===== src/rtl/alaw_decode_scheduler.sv =====
`default_nettype none
// ============================================================================
//  Module   : alaw_decode_scheduler (with helper alaw_expand)
//  Brief    : Round-robin arbiter sharing one A-law expander between NUM_CH
//             channels; registers the signed 13-bit linear sample plus the
//             source channel tag behind a one-deep output register.
//  Revision : 1.0 - initial release
// ============================================================================

// ----------------------------------------------------------------------------
//  alaw_expand : combinational 8-bit A-law code to 13-bit two's-complement
//  linear sample. Segment 0 is linear; each higher segment carries an implied
//  leading one and doubles the step size.
// ----------------------------------------------------------------------------
module alaw_expand (
    input  logic [7:0]  i_code,
    output logic [12:0] o_lin
);
    logic [2:0]  w_seg;
    logic [3:0]  w_mant;
    logic [11:0] w_base;
    logic [11:0] w_mag;
    logic [12:0] w_pos;

    assign w_seg  = i_code[6:4];
    assign w_mant = i_code[3:0];
    // Segment-1 shape: implied leading one, mantissa, half-step rounding bit.
    assign w_base = {6'b0, 1'b1, w_mant, 1'b1};

    // Magnitude: segment 0 has no implied one; segment s is segment 1 << (s-1).
    always_comb begin
        w_mag = {7'b0, w_mant, 1'b1};
        if (w_seg != 3'd0) begin
            w_mag = w_base << (w_seg - 3'd1);
        end
    end

    assign w_pos = {1'b0, w_mag};
    // Bit 7 set means positive; otherwise negate (magnitude is never zero).
    assign o_lin = i_code[7] ? w_pos : (13'd0 - w_pos);
endmodule

// ----------------------------------------------------------------------------
//  alaw_decode_scheduler : top level
// ----------------------------------------------------------------------------
module alaw_decode_scheduler #(
    parameter int NUM_CH = 4,
    parameter int CH_W   = 2,
    parameter int CNT_W  = 16
) (
    input  logic                  clk,
    input  logic                  rst_n,
    input  logic                  en,
    input  logic [NUM_CH-1:0]     req_valid,
    input  logic [8*NUM_CH-1:0]   req_data,
    output logic [NUM_CH-1:0]     req_ready,
    output logic                  out_valid,
    output logic [12:0]           out_data,
    output logic [CH_W-1:0]       out_ch,
    input  logic                  out_ready,
    output logic [CNT_W-1:0]      sample_cnt
);
    typedef enum logic [0:0] {
        ST_EMPTY = 1'b0,
        ST_FULL  = 1'b1
    } state_t;

    localparam logic [CH_W-1:0] c_last_ch = CH_W'(NUM_CH - 1);

    state_t            r_state;
    logic [12:0]       r_out_data;
    logic [CH_W-1:0]   r_out_ch;
    logic [CH_W-1:0]   r_rr_ptr;
    logic [CNT_W-1:0]  r_sample_cnt;

    logic              w_can_accept;
    logic              w_found;
    logic [CH_W-1:0]   w_winner;
    logic [CH_W-1:0]   w_next_ptr;
    logic [7:0]        w_code;
    logic [12:0]       w_lin;
    logic              w_transfer;

    // Accept when enabled and the output register is empty or draining now;
    // gated by rst_n so no grant is shown while reset is held.
    assign w_can_accept = rst_n & en & ((r_state == ST_EMPTY) | out_ready);

    // Round-robin search starting at r_rr_ptr; first requesting channel wins
    // and its code is steered to the shared expander.
    always_comb begin : p_arb
        int idx;
        w_found  = 1'b0;
        w_winner = '0;
        w_code   = '0;
        idx      = 0;
        for (int k = 0; k < NUM_CH; k++) begin
            idx = int'(r_rr_ptr) + k;
            if (idx >= NUM_CH) begin
                idx = idx - NUM_CH;
            end
            for (int c = 0; c < NUM_CH; c++) begin
                if (!w_found && req_valid[c] && (c == idx)) begin
                    w_found  = 1'b1;
                    w_winner = CH_W'(c);
                    w_code   = req_data[8*c +: 8];
                end
            end
        end
    end

    assign w_transfer = w_can_accept & w_found;
    assign w_next_ptr = (w_winner == c_last_ch) ? '0 : (w_winner + CH_W'(1));

    // One-hot grant to the winner only; never a function of req_data.
    assign req_ready = w_transfer ? ({{(NUM_CH-1){1'b0}}, 1'b1} << w_winner)
                                  : '0;

    alaw_expand u_expand (
        .i_code (w_code),
        .o_lin  (w_lin)
    );

    // Output register: load on transfer, empty on drain, otherwise hold.
    always_ff @(posedge clk or negedge rst_n) begin
        if (!rst_n) begin
            r_state      <= ST_EMPTY;
            r_out_data   <= '0;
            r_out_ch     <= '0;
            r_rr_ptr     <= '0;
            r_sample_cnt <= '0;
        end else if (w_transfer) begin
            r_state      <= ST_FULL;
            r_out_data   <= w_lin;
            r_out_ch     <= w_winner;
            r_rr_ptr     <= w_next_ptr;
            r_sample_cnt <= r_sample_cnt + CNT_W'(1);
        end else if ((r_state == ST_FULL) && out_ready) begin
            r_state      <= ST_EMPTY;
        end
    end

    assign out_valid  = (r_state == ST_FULL);
    assign out_data   = r_out_data;
    assign out_ch     = r_out_ch;
    assign sample_cnt = r_sample_cnt;
endmodule
`default_nettype wire


===== config.mk =====
export PLATFORM = sky130hd
export DESIGN_NAME = alaw_decode_scheduler
export DESIGN_NICKNAME = d
export VERILOG_FILES = /design/src/rtl/alaw_decode_scheduler.sv
export SDC_FILE = /design/constraint.sdc
export NUM_CORES = 1
export LEC_CHECK = 0
export ABC_AREA = 0
export CORE_MARGIN = 8
export CORE_UTILIZATION = 25
export DETAILED_ROUTE_END_ITERATION = 12
export SLEW_MARGIN = 20
export SYNTH_ARGS = -nofsm -noshare
export SYNTH_HDL_FRONTEND = slang
export SYNTH_HIERARCHICAL = 1
export SYNTH_SLANG_ARGS = --single-unit

===== constraint.sdc =====
create_clock -name clk -period 5.6 [get_ports clk]
set_clock_uncertainty 0.2 [all_clocks]
set_input_delay 0.56 -clock clk [delete_from_list [all_inputs] [get_ports clk]]
set_output_delay 0.56 -clock clk [all_outputs]
set_load 0.03 [all_outputs]

# Word level (Yosys, flattened, before mapping)
# Cells that the tools add are included.
dict set report totals {
  reg_bits 34
  input_bits 40
  out_inout_bits 36
  elab_cells 150
}
dict set report classes {
  n_addsub 11
  order_cmp 4
  eq_ne 13
  n_shift 2
  n_mux 57
  bitwise 5
  n_reduce_logical 53
}
# operator n
set op_table {}
lappend op_table {{$eq 3x32->1 const A} 8}
lappend op_table {{$eq 2x32->1 const A} 4}
lappend op_table {{$logic_not 32->1} 4}
lappend op_table {{$mux 32} 4}
lappend op_table {{$mux 8} 16}
lappend op_table {{$logic_and 1x1->1} 32}
lappend op_table {{$mux 2} 15}
lappend op_table {{$mux 1} 19}
lappend op_table {{$add 16x1->16 const B} 1}
lappend op_table {{$logic_not 1->1} 15}
lappend op_table {{$mux 13} 1}
lappend op_table {{$sub 1x12->13 const A} 1}
lappend op_table {{$mux 12} 1}
lappend op_table {{$shl 6x3->12} 1}
lappend op_table {{$sub 3x3->4 const B} 3}
lappend op_table {{$ge 3x3->1 const B} 3}
lappend op_table {{$add 2x2->3 const B} 2}
lappend op_table {{$mux 4} 1}
lappend op_table {{$shl 1x2->4 const A} 1}
lappend op_table {{$sub 2x3->4 const B} 1}
lappend op_table {{$add 2x1->3 const B} 1}
lappend op_table {{$and 1x1->1} 3}
lappend op_table {{$ge 2x3->1 const B} 1}
lappend op_table {{$reduce_bool 3->1} 1}
lappend op_table {{6 further kinds} 6}

# Logic depth before layout (Yosys ltp)
# Gate-level depths: netlist of run 1.
dict set report depth {
  word_depth 70
  mapped_depth 21
  depth_no_buf 17
}

# Cells and area by module
# The synthesis of run 1 kept the hierarchy.
# mod instances cells_each area_per_inst_um2 seq_area_each_um2
set modules_own_cells {}
lappend modules_own_cells {alaw_decode_scheduler 1 337 2892.8 850.8}
lappend modules_own_cells {alaw_expand 1 117 783.3 0.0}

# Worst setup path before layout of run 1
# No wires, ideal clock.
dict set report synth_path {
  kind {input to register}
  start {input req_valid[0]}
  end {register r_out_data[4] (netlist: out_data[4])}
  setup_ns 0.125
  t_arrival_ns 4.509
  required_ns 5.275
  slack_ns 0.766
  cell_stages 19
  n_path_buf 2
  cell_sequence {or4b_1 > buf_2 > and2_4 > nand2_1 > o221ai_1 > and3_1 > o41ai_2 > clkinv_1 > ha_1 > or3_1 > and2_4 > buf_6 > o21ai_0 > a22oi_1 > ha_1 > o211a_1 > a21oi_1 > xor2_1 > mux2_2}
}
dict set report synth_between {
  elab_chain_cells 67
  elab_cells_between_ends 85
  cone_classes {add/sub (2); shift (1); mux (34); bitwise (1); reduce/logical (47)}
}
# item line_no
set synth_lines {}
lappend synth_lines {{start, declared} 54} ;# input logic [NUM_CH-1:0] req_valid,
lappend synth_lines {{$logic_and 1x1->1} 102} ;# if (!w_found && req_valid[c] && (c == idx)) begin
lappend synth_lines {{$mux 1} 102}
lappend synth_lines {{$logic_not 1->1} 102}
lappend synth_lines {{$logic_and 1x1->1 (2 in a row)} 102}
lappend synth_lines {{$mux 1} 102}
lappend synth_lines {{$logic_not 1->1} 102}
lappend synth_lines {{$logic_and 1x1->1 (2 in a row)} 102}
lappend synth_lines {{$mux 1} 102}
lappend synth_lines {{[51 not listed]} --}
lappend synth_lines {{$mux 8 (*)} 102}
lappend synth_lines {{net w_code[4]} 80} ;# logic [7:0] w_code;
lappend synth_lines {{$sub 3x1->3} 34} ;# w_mag = w_base << (w_seg - 3'd1);
lappend synth_lines {{$shl 6x3->12} 34}
lappend synth_lines {{$mux 12 (*)} 33} ;# if (w_seg != 3'd0) begin
lappend synth_lines {{$sub 1x12->13} 40} ;# assign o_lin = i_code[7] ? w_pos : (13'd0 - w_pos);
lappend synth_lines {{$mux 13 (*)} 40}
lappend synth_lines {{net w_lin[4]} 81} ;# logic [12:0] w_lin;
lappend synth_lines {{end signal, assigned} 133} ;# r_out_data <= w_lin;
lappend synth_lines {{end, declared} 71} ;# logic [12:0] r_out_data;
# Mark *: on every way through the listed nets, which the timed path passes. The rest lies on a longest branch.
# A chain may end at the register's enable or synchronous reset.

# Worst setup path in the final report of run 1
dict set report layout_path {
  start {input req_valid[2]}
  end {register r_out_data[10] (netlist: out_data[10])}
}
dict set report layout_between {
  elab_chain_cells 60
  elab_cells_between_ends 76
  cone_classes {add/sub (2); shift (1); mux (30); bitwise (1); reduce/logical (42)}
}
# item line_no
set layout_lines {}
lappend layout_lines {{$logic_and 1x1->1 (2 in a row)} 102}
lappend layout_lines {{$mux 1} 102}
lappend layout_lines {{$logic_not 1->1} 102}
lappend layout_lines {{$logic_and 1x1->1 (2 in a row)} 102}
lappend layout_lines {{$mux 1} 102}
lappend layout_lines {{$logic_not 1->1} 102}
lappend layout_lines {{$logic_and 1x1->1 (2 in a row)} 102}
lappend layout_lines {{$mux 1} 102}
lappend layout_lines {{[43 not listed]} --}
lappend layout_lines {{$mux 8 (*)} 102}
lappend layout_lines {{net w_code[5]} 80}
lappend layout_lines {{$sub 3x1->3} 34}
lappend layout_lines {{$shl 6x3->12} 34}
lappend layout_lines {{$mux 12 (*)} 33}
lappend layout_lines {{$sub 1x12->13} 40}
lappend layout_lines {{$mux 13 (*)} 40}
lappend layout_lines {{net w_lin[10]} 81}
# Marked as above.

==> results of run 1 <==
## logic make-up after synthesis
family                   after synthesis  share of synthesized area [%]
AND/OR/NAND/NOR                      172                           26.9
AO/OA/AOI/OAI                        150                           29.7
buffers and inverters                 48                           6.13
flip-flops                            34                           23.1
XOR/XNOR                              24                           5.72
multiplexers                          19                           6.06
adder cells (fa/ha/maj)                7                           2.38
## flip-flops by register name, summed over array words and instances (netlist names)
name,flops
r_rr_ptr,2
out_valid,1
out_ch,2
sample_cnt,16
out_data,13
## power by group through the flow
stage	Combinational, W	Sequential [W]	Clock, W
final	0.00207	0.000404	0.000302
after global routing	0.00226	0.000416	0.000322
after CTS	0.00206	0.000404	0.000311
after detailed placement	0.00204	0.000405	0
after global placement	0.00202	0.000405	0
after floorplan	0.00138	0.000518	0
## final cells by class
class	instances	area, um2	area share, %
inverters	12	45.0	0.931
flip-flops and latches	34	851	17.6
clock buffers	7	133	2.74
repair buffers	100	938	19.4
well taps	184	230	4.76
clock inverters	1	30.0	0.621
multi-input cells	372	2610	54.0
## cell usage in the layout (no fill, tap or decap), types with 3 or more instances in the layout
cell             instances
dfrtp_1                 34
and3_1                  11
a32oi_1                  5
xnor2_1                 16
o221ai_1                 6
nor3b_1                  5
a22oi_1                  9
ha_1                     7
o21bai_1                 3
and4_1                   4
mux2_2                  16
and2_1                   4
a211oi_1                 5
inv_1                   11
a31oi_1                  3
nand3_1                 10
a32o_1                   3
o211ai_1                 6
a221oi_1                 9
a21o_1                   3
and3b_1                  4
or2_2                    3
a222oi_1                 7
nor3_1                   7
nor2_1                  39
nand2b_1                 6
nor2b_1                 10
buf_4                   25
a21oi_1                 31
clkdlybuf4s50_1         75
nand2_1                 41
clkbuf_16                5
o22ai_1                 13
xor2_1                   8
o21ai_0                 21
## layer usage
layer / wire, um / GRT usage [%] / vias to the layer above
met5: 0 / 0 / -
met4: 303 / 4.53 / 0
met3: 1400 / 4.08 / 29
met2: 5990 / 22.1 / 224
met1: 6000 / 19.2 / 1922
li1: - / - / 1872
## path summary, 6_finish.rpt
kind,depth (start not counted),to,slack (ns),startpoint
max,19,out_data[10],0.44,req_valid[2]
min in group asynchronous,2,sample_cnt[12],0.50,rst_n
max reg2reg,19,out_data[10],0.75,r_rr_ptr[0]
min reg2reg,1,sample_cnt[15],0.27,sample_cnt[15]
min,1,sample_cnt[15],0.27,sample_cnt[15]
max in group asynchronous,2,sample_cnt[7],4.38,rst_n
## stage by stage
step	worst slack (ns)	instances
6_report	0.436	710
5_1_grt	0.164	710
4_1_cts	0.541	710
3_5_place_dp	0.263	702
3_3_place_gp	0.346	702
2_1_floorplan	0.766	454
==> flow_summary.json, run 1 <==
{
  "numCtsBuffers": 5,
  "start_kind": "input pin",
  "via_per_inst": 5.70,
  "grt_pass1_wl_um": 21900,
  "core_um2": 14500,
  "end_kind": "flip-flop",
  "synth_warnings": 6,
  "avgRoutedWirePerCell_um": 19.3,
  "drt_pre_antenna_iters": 7,
  "path_class": "in2reg",
  "maxCapViolCount": 0,
  "hold_ws_ns": 0.271,
  "clk_latency_ns": 0.27,
  "path_cells": "clkdlybuf4s50_1 > nor2_1 > and4_1 > buf_4 > a221oi_1 > o21ai_0 > a21oi_1 > o21ai_0 > inv_1 > ha_1 > or3_1 > and2_4 > o21ai_0 > a22oi_1 > ha_1 > o211ai_1 > nor3_1 > o32ai_1 > mux2_2",
  "async_reset_ff_share_pct": 100,
  "synth_area_um2": 3680,
  "fmax_ghz": 0.194,
  "root_buffer": "clkbuf_16",
  "p_per_area_nw_per_um2": 573,
  "finalHoldViolCount": 0,
  "wirelength_um": 13700,
  "slowest_stage": "clkdlybuf4s50_1",
  "total_power_w": 0.00277,
  "slew_headroom_pct": 41.4,
  "finalSetupTns_ns": 0,
  "die_x_um": 137,
  "synth_top_area_cell": "dfrtp_1",
  "path_common_cell": "o21ai_0",
  "cts_sinks": 34,
  "irDropWorstVdd_mv": 0.334,
  "netSwitchingPower_w": 0.00135,
  "synth_edf_count": 0,
  "drv_slew": 0,
  "dieArea_um2": 18800,
  "die_h_um": 137,
  "setup_viol": 0,
  "antenna_found_initial": 0,
  "utilization_pct": 33.4,
  "design_area_um2": 4840,
  "syn_nets": 501,
  "slowest_delay_ns": 0.71,
  "grt_pass1_vias": 3956,
  "hp-class": "reg2reg",
  "pwr-share-clk_pct": 10.9,
  "dp_hpwl_um": 10500,
  "fin_nets": 572,
  "drtIter0Drc": 410,
  "ys_ff_latch": 34,
  "row_count": 44,
  "dpl_cell_area_um2": 4680,
  "cts_tree": "yes",
  "synth_commonest_cells": "41 x nand2_1, 39 x nor2_1, 34 x dfrtp_1",
  "pin_count": 76,
  "yosys-top-cells-area": "dfrtp_1 23%, mux2_2 4.9%, a21oi_1 4.2%, nand2_1 4.2%, nor2_1 4.0%",
  "cts_setup_buffers": 0,
  "required_ns": 5.61,
  "htreeDepth": 2,
  "crit_fanout": 18,
  "drc": 0,
  "grt_start_max_net_pins": 36,
  "synthToLayoutAreaGrowth_pct": 31.6,
  "synth_flop_cell": "dfrtp_1",
  "initial_core_util_pct": 25.4,
  "cts_resized": 0,
  "vias": 4047,
  "syn_inst": 454,
  "grt-ovfl-total": 0,
  "synth_top_cell_area_share_pct": 23.1,
  "seq_area_frac_synth_pct": 23.1,
  "cts.path.max_buffers": 2,
  "synth_cell_types": 81,
  "min_period_over_period_pct": 92.2,
  "diodes": 0,
  "syn_avg_cell_area_um2": 8.10,
  "crit_family": "simple AND/OR/NAND/NOR gates",
  "gp_congestion": 0.939,
  "rsz0062_at_grt": "false",
  "p_leak_nw": 1.94,
  "outcome": "completed",
  "gr-usage-all-layers_pct": 14.4,
  "power_frac_comb_pct": 74.5,
  "drive_gt1_share_pct": 13.3,
  "min_period_ns": 5.16,
  "worst_pin_slew_ns": 0.874,
  "power.share.switching_pct": 48.7,
  "seq_power_share_pct": 14.6,
  "yosys.cell_count.top_type": "nand2_1",
  "crit_buf_inv": 3,
  "place.port_buffers": 75,
  "arrival_ns": 5.17,
  "final.fill_count": 1536,
  "postCtsHoldBufs": 0,
  "p_int_w": 0.00142,
  "clkTransAtPathRegs_ns": 0.05,
  "ant_nets": 0
}
No activity file was read; power rests on OpenSTA's default activity.
==> run 2, diff against run 1 <==
--- a/config.mk
+++ b/config.mk
@@ -7,7 +7,7 @@
 export LEC_CHECK = 0
 export ABC_AREA = 0
 export CORE_MARGIN = 8
-export CORE_UTILIZATION = 25
+export CORE_UTILIZATION = 40
 export DETAILED_ROUTE_END_ITERATION = 12
 export SLEW_MARGIN = 20
 export SYNTH_ARGS = -nofsm -noshare
==> run 2 against run 1 <==
Against the previous run:
- global-route usage grew 6.3 points
- hold slack gained 0.0073 ns
- sequential power is essentially flat
- critical path depth is the same
- maximum frequency grew 1.2%
- count of clock-buffer cells in the layout shrank 2
- clock power shrank 10%
- critical path type unchanged
- critical endpoint unchanged
==> flow_summary.json, run 2 (synthesis results as in run 1) <==
{
  "finalHoldViolCount": 0,
  "path_depth": 19,
  "clkTransAtPathRegs_ns": 0.07,
  "setup_viol": 0,
  "antenna_found_initial": 0,
  "crit_fanout": 18,
  "required_ns": 5.57,
  "core_um2": 9060,
  "p_per_area_nw_per_um2": 585,
  "multiInputGateArea_um2": 2610,
  "irDropWorstVdd_mv": 0.270,
  "seq_power_share_pct": 14.5,
  "min_from": "sample_cnt[15]",
  "htreeDepth": 2,
  "grtUsageMet2_pct": 30.4,
  "dpl.cell_count": 635,
  "cts_sinks": 34,
  "vias": 4059,
  "cts_tree": "yes",
  "avgRoutedWirePerCell_um": 20.6,
  "holdPathStages": 1,
  "arrival_ns": 5.07,
  "drv_slew": 0,
  "pin_count": 76,
  "regArea_um2": 851,
  "root_buffer": "clkbuf_8",
  "wirelength_um": 13300,
  "worst_pin_slew_ns": 0.874,
  "p_int_w": 0.00141,
  "path_class": "in2reg",
  "design_area_um2": 4770,
  "diodes": 0,
  "grt_pass1_vias": 3961,
  "pwr-share-clk_pct": 9.7,
  "rsz0062_at_grt": "false",
  "power.share.switching_pct": 49.5,
  "p_leak_nw": 1.96,
  "crit_start": "req_valid[2]",
  "cts_setup_buffers": 0,
  "grt_start_max_net_pins": 36,
  "via_per_inst": 6.31,
  "start_kind": "input pin",
  "hp-class": "reg2reg",
  "die_h_um": 112,
  "power_frac_comb_pct": 75.8,
  "grt_busiest_layer": "met2",
  "dpl_cell_area_um2": 4630,
  "grt-ovfl-total": 0,
  "maxCapViolCount": 0,
  "synthToLayoutAreaGrowth_pct": 29.7,
  "final.fill_count": 869,
  "place.port_buffers": 75,
  "die_x_um": 112,
  "netSwitchingPower_w": 0.00138,
  "mostFrequentLayoutCells": "75 x clkdlybuf4s50_1, 41 x nand2_1, 39 x nor2_1",
  "min_period_ns": 5.10,
  "end_kind": "flip-flop",
  "grt_pass1_wl_um": 21300,
  "crit_buf_inv": 3,
  "r2r-start": "r_rr_ptr[0]",
  "layout_commonest_cell": "clkdlybuf4s50_1",
  "ant_nets": 0,
  "reg2reg_setup_slack_ns": 0.73,
  "clk_latency_ns": 0.28,
  "total_power_w": 0.00279,
  "cts.path.max_buffers": 2,
  "drt_pre_antenna_iters": 8,
  "worstSetupEndpoint": "out_data[10]",
  "cts_resized": 0,
  "largest_reg_flops": 16,
  "drtIter0Drc": 384,
  "crit_family": "buffers and inverters",
  "slew_headroom_pct": 41.4,
  "drc": 0,
  "path_cells": "clkdlybuf4s50_1 > and3b_1 > o21a_1 > nor2_1 > o221ai_1 > and3_1 > o41ai_2 > clkinv_1 > ha_1 > buf_4 > nand2_1 > and2_4 > o21ai_0 > a22oi_1 > ha_1 > o211ai_1 > nor3_1 > o32ai_1 > mux2_2",
  "postCtsHoldBufs": 0,
  "fmax_ghz": 0.196,
  "dp_hpwl_um": 10000,
  "numCtsBuffers": 5,
  "outcome": "completed",
  "met3_usage_pct": 6.11,
  "dieArea_um2": 12500,
  "finalSetupTns_ns": 0,
  "worstReg2RegEnd": "out_data[10]",
  "gr-usage-all-layers_pct": 20.8,
  "path_common_cell": "ha_1",
  "slowest_delay_ns": 0.84,
  "grt_use_met1_pct": 28.0,
  "fin_nets": 578,
  "slowest_stage": "clkdlybuf4s50_1",
  "drive_gt1_share_pct": 14.7,
  "initial_core_util_pct": 40.6,
  "gp_congestion": 0.950,
  "stdcell_count": 643,
  "rr_worst_depth": 19,
  "min_period_over_period_pct": 91.1,
  "row_count": 35
}
[run 2: cell count changes in the layout (fill, tap and decap cells not counted), sizes merged]
cell / change
buf: +6
bufinv: +1
clkbuf: -2
clkinv: +1
[run 2: per-stage QoR]
stage / setup WS, ns / util (%) / hold slack, ns
final: 0.497 / 52.6 / 0.279
after global routing: 0.0364 / 52.6 / 0.309
after CTS: 0.551 / 52.6 / 0.288
after detailed placement: 0.246 / 51.1 / 0.270
after global placement: 0.307 / 51.1 / 0.264
after floorplan: 0.766 / - / 0.0644
[run 2: power by group through the flow]
stage          clock, W  sequential, W  combinational, W
3_3_place_gp          0       0.000404           0.00207
3_5_place_dp          0       0.000406           0.00207
2_1_floorplan         0       0.000518           0.00138
5_1_grt        0.000289       0.000417           0.00231
6_report       0.000271       0.000404           0.00211
4_1_cts        0.000277       0.000403           0.00209
[run 2: area by class of cell]
| class | count | area share (%) |
|---|---|---|
| repair buffers | 106 | 20.6 |
| well taps | 111 | 2.91 |
| multi-input cells | 372 | 54.8 |
| clock buffers | 5 | 1.44 |
| clock inverters | 3 | 1.44 |
| inverters | 12 | 0.945 |
| flip-flops and latches | 34 | 17.8 |
[run 2: worst register-to-register path: cells and delay by family (launching register included)]
family                   cells  cell delay [ns]
AO/OA/AOI/OAI                8             1.21
AND/OR/NAND/NOR              5             1.14
buffers and inverters        3             0.78
flip-flops                   1             0.59
adder cells (fa/ha/maj)      2             0.54
multiplexers                 1             0.29
[run 2: routing by layer]
layer	vias to the layer above	share of wire, %	routed length [um]
met4	0	2.5	328
met2	234	42	5550
met3	31	12	1580
met1	1914	44	5800
met5	-	0	0
li1	1880	-	-
[run 2: worst min path at each step]
stage,end
finish,sample_cnt[15]
floorplan,out_ch[0]
global placement,sample_cnt[15]
detailed placement,sample_cnt[15]
global route,sample_cnt[15]
CTS,sample_cnt[15]
==> run 3, diff against run 2 <==
==> constraint.sdc (replaced) <==
create_clock -name clk -period 6.2 [get_ports clk]
set_clock_uncertainty 0.2 [all_clocks]
set_input_delay 0.62 -clock clk [delete_from_list [all_inputs] [get_ports clk]]
set_output_delay 0.62 -clock clk [all_outputs]
set_load 0.03 [all_outputs]
==> run 3 against run 2 <==
Against the previous run:
- power is 15% lower
- clock power shrank 44%
- wire length fell by 1.2%
- non-clock buffer count down 13
- setup slack gained 0.18 ns
- critical path type unchanged
==> flow_summary.json, run 3 (synthesis results as in run 1) <==
{
  "crit_buf_inv": 2,
  "via_per_inst": 6.31,
  "grt_busiest_layer": "met2",
  "grt_pass1_wl_um": 21100,
  "diodes": 0,
  "postCtsHoldBufs": 0,
  "layout_commonest_cell": "clkdlybuf4s50_1",
  "core_um2": 9060,
  "rr_worst_depth": 17,
  "hold_ws_ns": 0.279,
  "total_power_w": 0.00237,
  "min_from": "sample_cnt[15]",
  "crit_family": "simple AND/OR/NAND/NOR gates",
  "pin_count": 76,
  "finalHoldViolCount": 0,
  "min_to": "sample_cnt[15]",
  "hp-class": "reg2reg",
  "slew_headroom_pct": 36.9,
  "grtUsageMet2_pct": 30.4,
  "reg2reg_setup_slack_ns": 0.96,
  "die_h_um": 112,
  "place.port_buffers": 75,
  "grt-ovfl-total": 0,
  "final.fill_count": 891,
  "fmax_ghz": 0.181,
  "cts_setup_buffers": 0,
  "clk_latency_ns": 0.28,
  "regArea_um2": 851,
  "cts.path.max_buffers": 2,
  "dieArea_um2": 12500,
  "dpl.cell_count": 622,
  "dp_hpwl_um": 9680,
  "drc": 0,
  "ant_nets": 0,
  "numCtsBuffers": 5,
  "drv_slew": 0,
  "row_count": 35,
  "holdPathStages": 1,
  "start_kind": "input pin",
  "required_ns": 6.22,
  "initial_core_util_pct": 40.6,
  "arrival_ns": 5.55,
  "gr-usage-all-layers_pct": 20.7,
  "path_cells": "clkdlybuf4s50_1 > or4b_1 > and2_4 > nand2_1 > o221ai_1 > and3_1 > o41ai_2 > clkinv_1 > ha_1 > or3_1 > and2_4 > o21ai_0 > a22oi_1 > ha_1 > o211ai_1 > nor3_1 > o32ai_1 > mux2_2",
  "multiInputGateArea_um2": 2610,
  "stdcell_count": 629,
  "drt_pre_antenna_iters": 7,
  "finalSetupTns_ns": 0,
  "worst_pin_slew_ns": 0.941,
  "vias": 3969,
  "cts_sinks": 34,
  "min_period_over_period_pct": 89.1,
  "p_per_area_nw_per_um2": 513,
  "irDropWorstVdd_mv": 0.197,
  "setup_viol": 0,
  "met3_usage_pct": 5.90,
  "gp_congestion": 0.936,
  "crit_fanout": 16,
  "fin_nets": 565,
  "maxCapViolCount": 0,
  "root_buffer": "clkbuf_8",
  "grt_pass1_vias": 3866,
  "antenna_found_initial": 0,
  "drtIter0Drc": 475,
  "grt_start_max_net_pins": 36,
  "synthToLayoutAreaGrowth_pct": 25.4,
  "die_x_um": 112,
  "cts_resized": 0,
  "end_kind": "flip-flop",
  "slowest_stage": "clkdlybuf4s50_1",
  "drive_gt1_share_pct": 12.4,
  "worstReg2RegEnd": "out_data[10]",
  "mostFrequentLayoutCells": "75 x clkdlybuf4s50_1, 41 x nand2_1, 39 x nor2_1",
  "p_leak_nw": 1.87,
  "slowest_delay_ns": 0.74,
  "grt_use_met1_pct": 28.0,
  "rsz0062_at_grt": "false",
  "min_period_ns": 5.52,
  "clkTransAtPathRegs_ns": 0.07,
  "cts_tree": "yes",
  "wirelength_um": 13100,
  "outcome": "completed",
  "avgRoutedWirePerCell_um": 20.8,
  "r2r-start": "r_rr_ptr[1]",
  "htreeDepth": 2,
  "largest_reg_flops": 16,
  "path_class": "in2reg"
}
==> run 3: how the worst max path moves through the flow <==
| stage | depth (start not counted) | end | slack, ns | from |
|---|---|---|---|---|
| after CTS | 18 | out_data[4] | 0.70 | req_valid[1] |
| after global placement | 18 | out_data[4] | 0.58 | req_valid[1] |
| after global routing | 18 | out_data[4] | 0.28 | req_valid[1] |
| after detailed placement | 18 | out_data[10] | 0.42 | req_valid[1] |
| after floorplan | 19 | out_data[4] | 1.31 | req_valid[0] |
| final | 18 | out_data[10] | 0.68 | req_valid[1] |
==> run 3: routing by layer <==
metal  share of wire, %  up-vias  wire length (um)
met4                1.9        0               255
met3                 11       24              1480
met1                 44     1875              5810
met2                 42      218              5560
met5                  0        -                 0
li1                   -     1852                 -
==> run 3: cell type report <==
type / count / area share (%)
multi-input cells: 372 / 56.6
repair buffers: 93 / 19.2
flip-flops and latches: 34 / 18.5
well taps: 111 / 3.01
clock buffers: 5 / 1.49
inverters: 12 / 0.977
clock inverters: 2 / 0.217
==> run 3: worst reg2reg max path: stages, from the launching register on <==
cell and delay (ns):
dfrtp_1 0.67, or4b_1 0.80, and2_4 0.26, nand2_1 0.06
o221ai_1 0.09, and3_1 0.21, o41ai_2 0.27, clkinv_1 0.33
ha_1 0.41, or3_1 0.43, and2_4 0.20, o21ai_0 0.15
a22oi_1 0.12, ha_1 0.29, o211ai_1 0.12, nor3_1 0.10
o32ai_1 0.29, mux2_2 0.21
==> run 3: power breakdown <==
part           switching [W]  leakage [nW]  internal, W
Clock              0.0000766        0.0438    0.0000753
Combinational        0.00106          1.40     0.000779
Sequential         0.0000814         0.430     0.000294
Total                0.00122          1.87      0.00115
==> run 3: stage by stage <==
step / setup WS [ns] / util (%) / area (um2)
5_1_grt: 0.278 / 50.9 / 4610
2_1_floorplan: 1.31 / - / 3680
3_3_place_gp: 0.579 / 50.0 / 4530
3_5_place_dp: 0.424 / 50.0 / 4530
6_report: 0.675 / 50.9 / 4610
4_1_cts: 0.700 / 50.9 / 4610
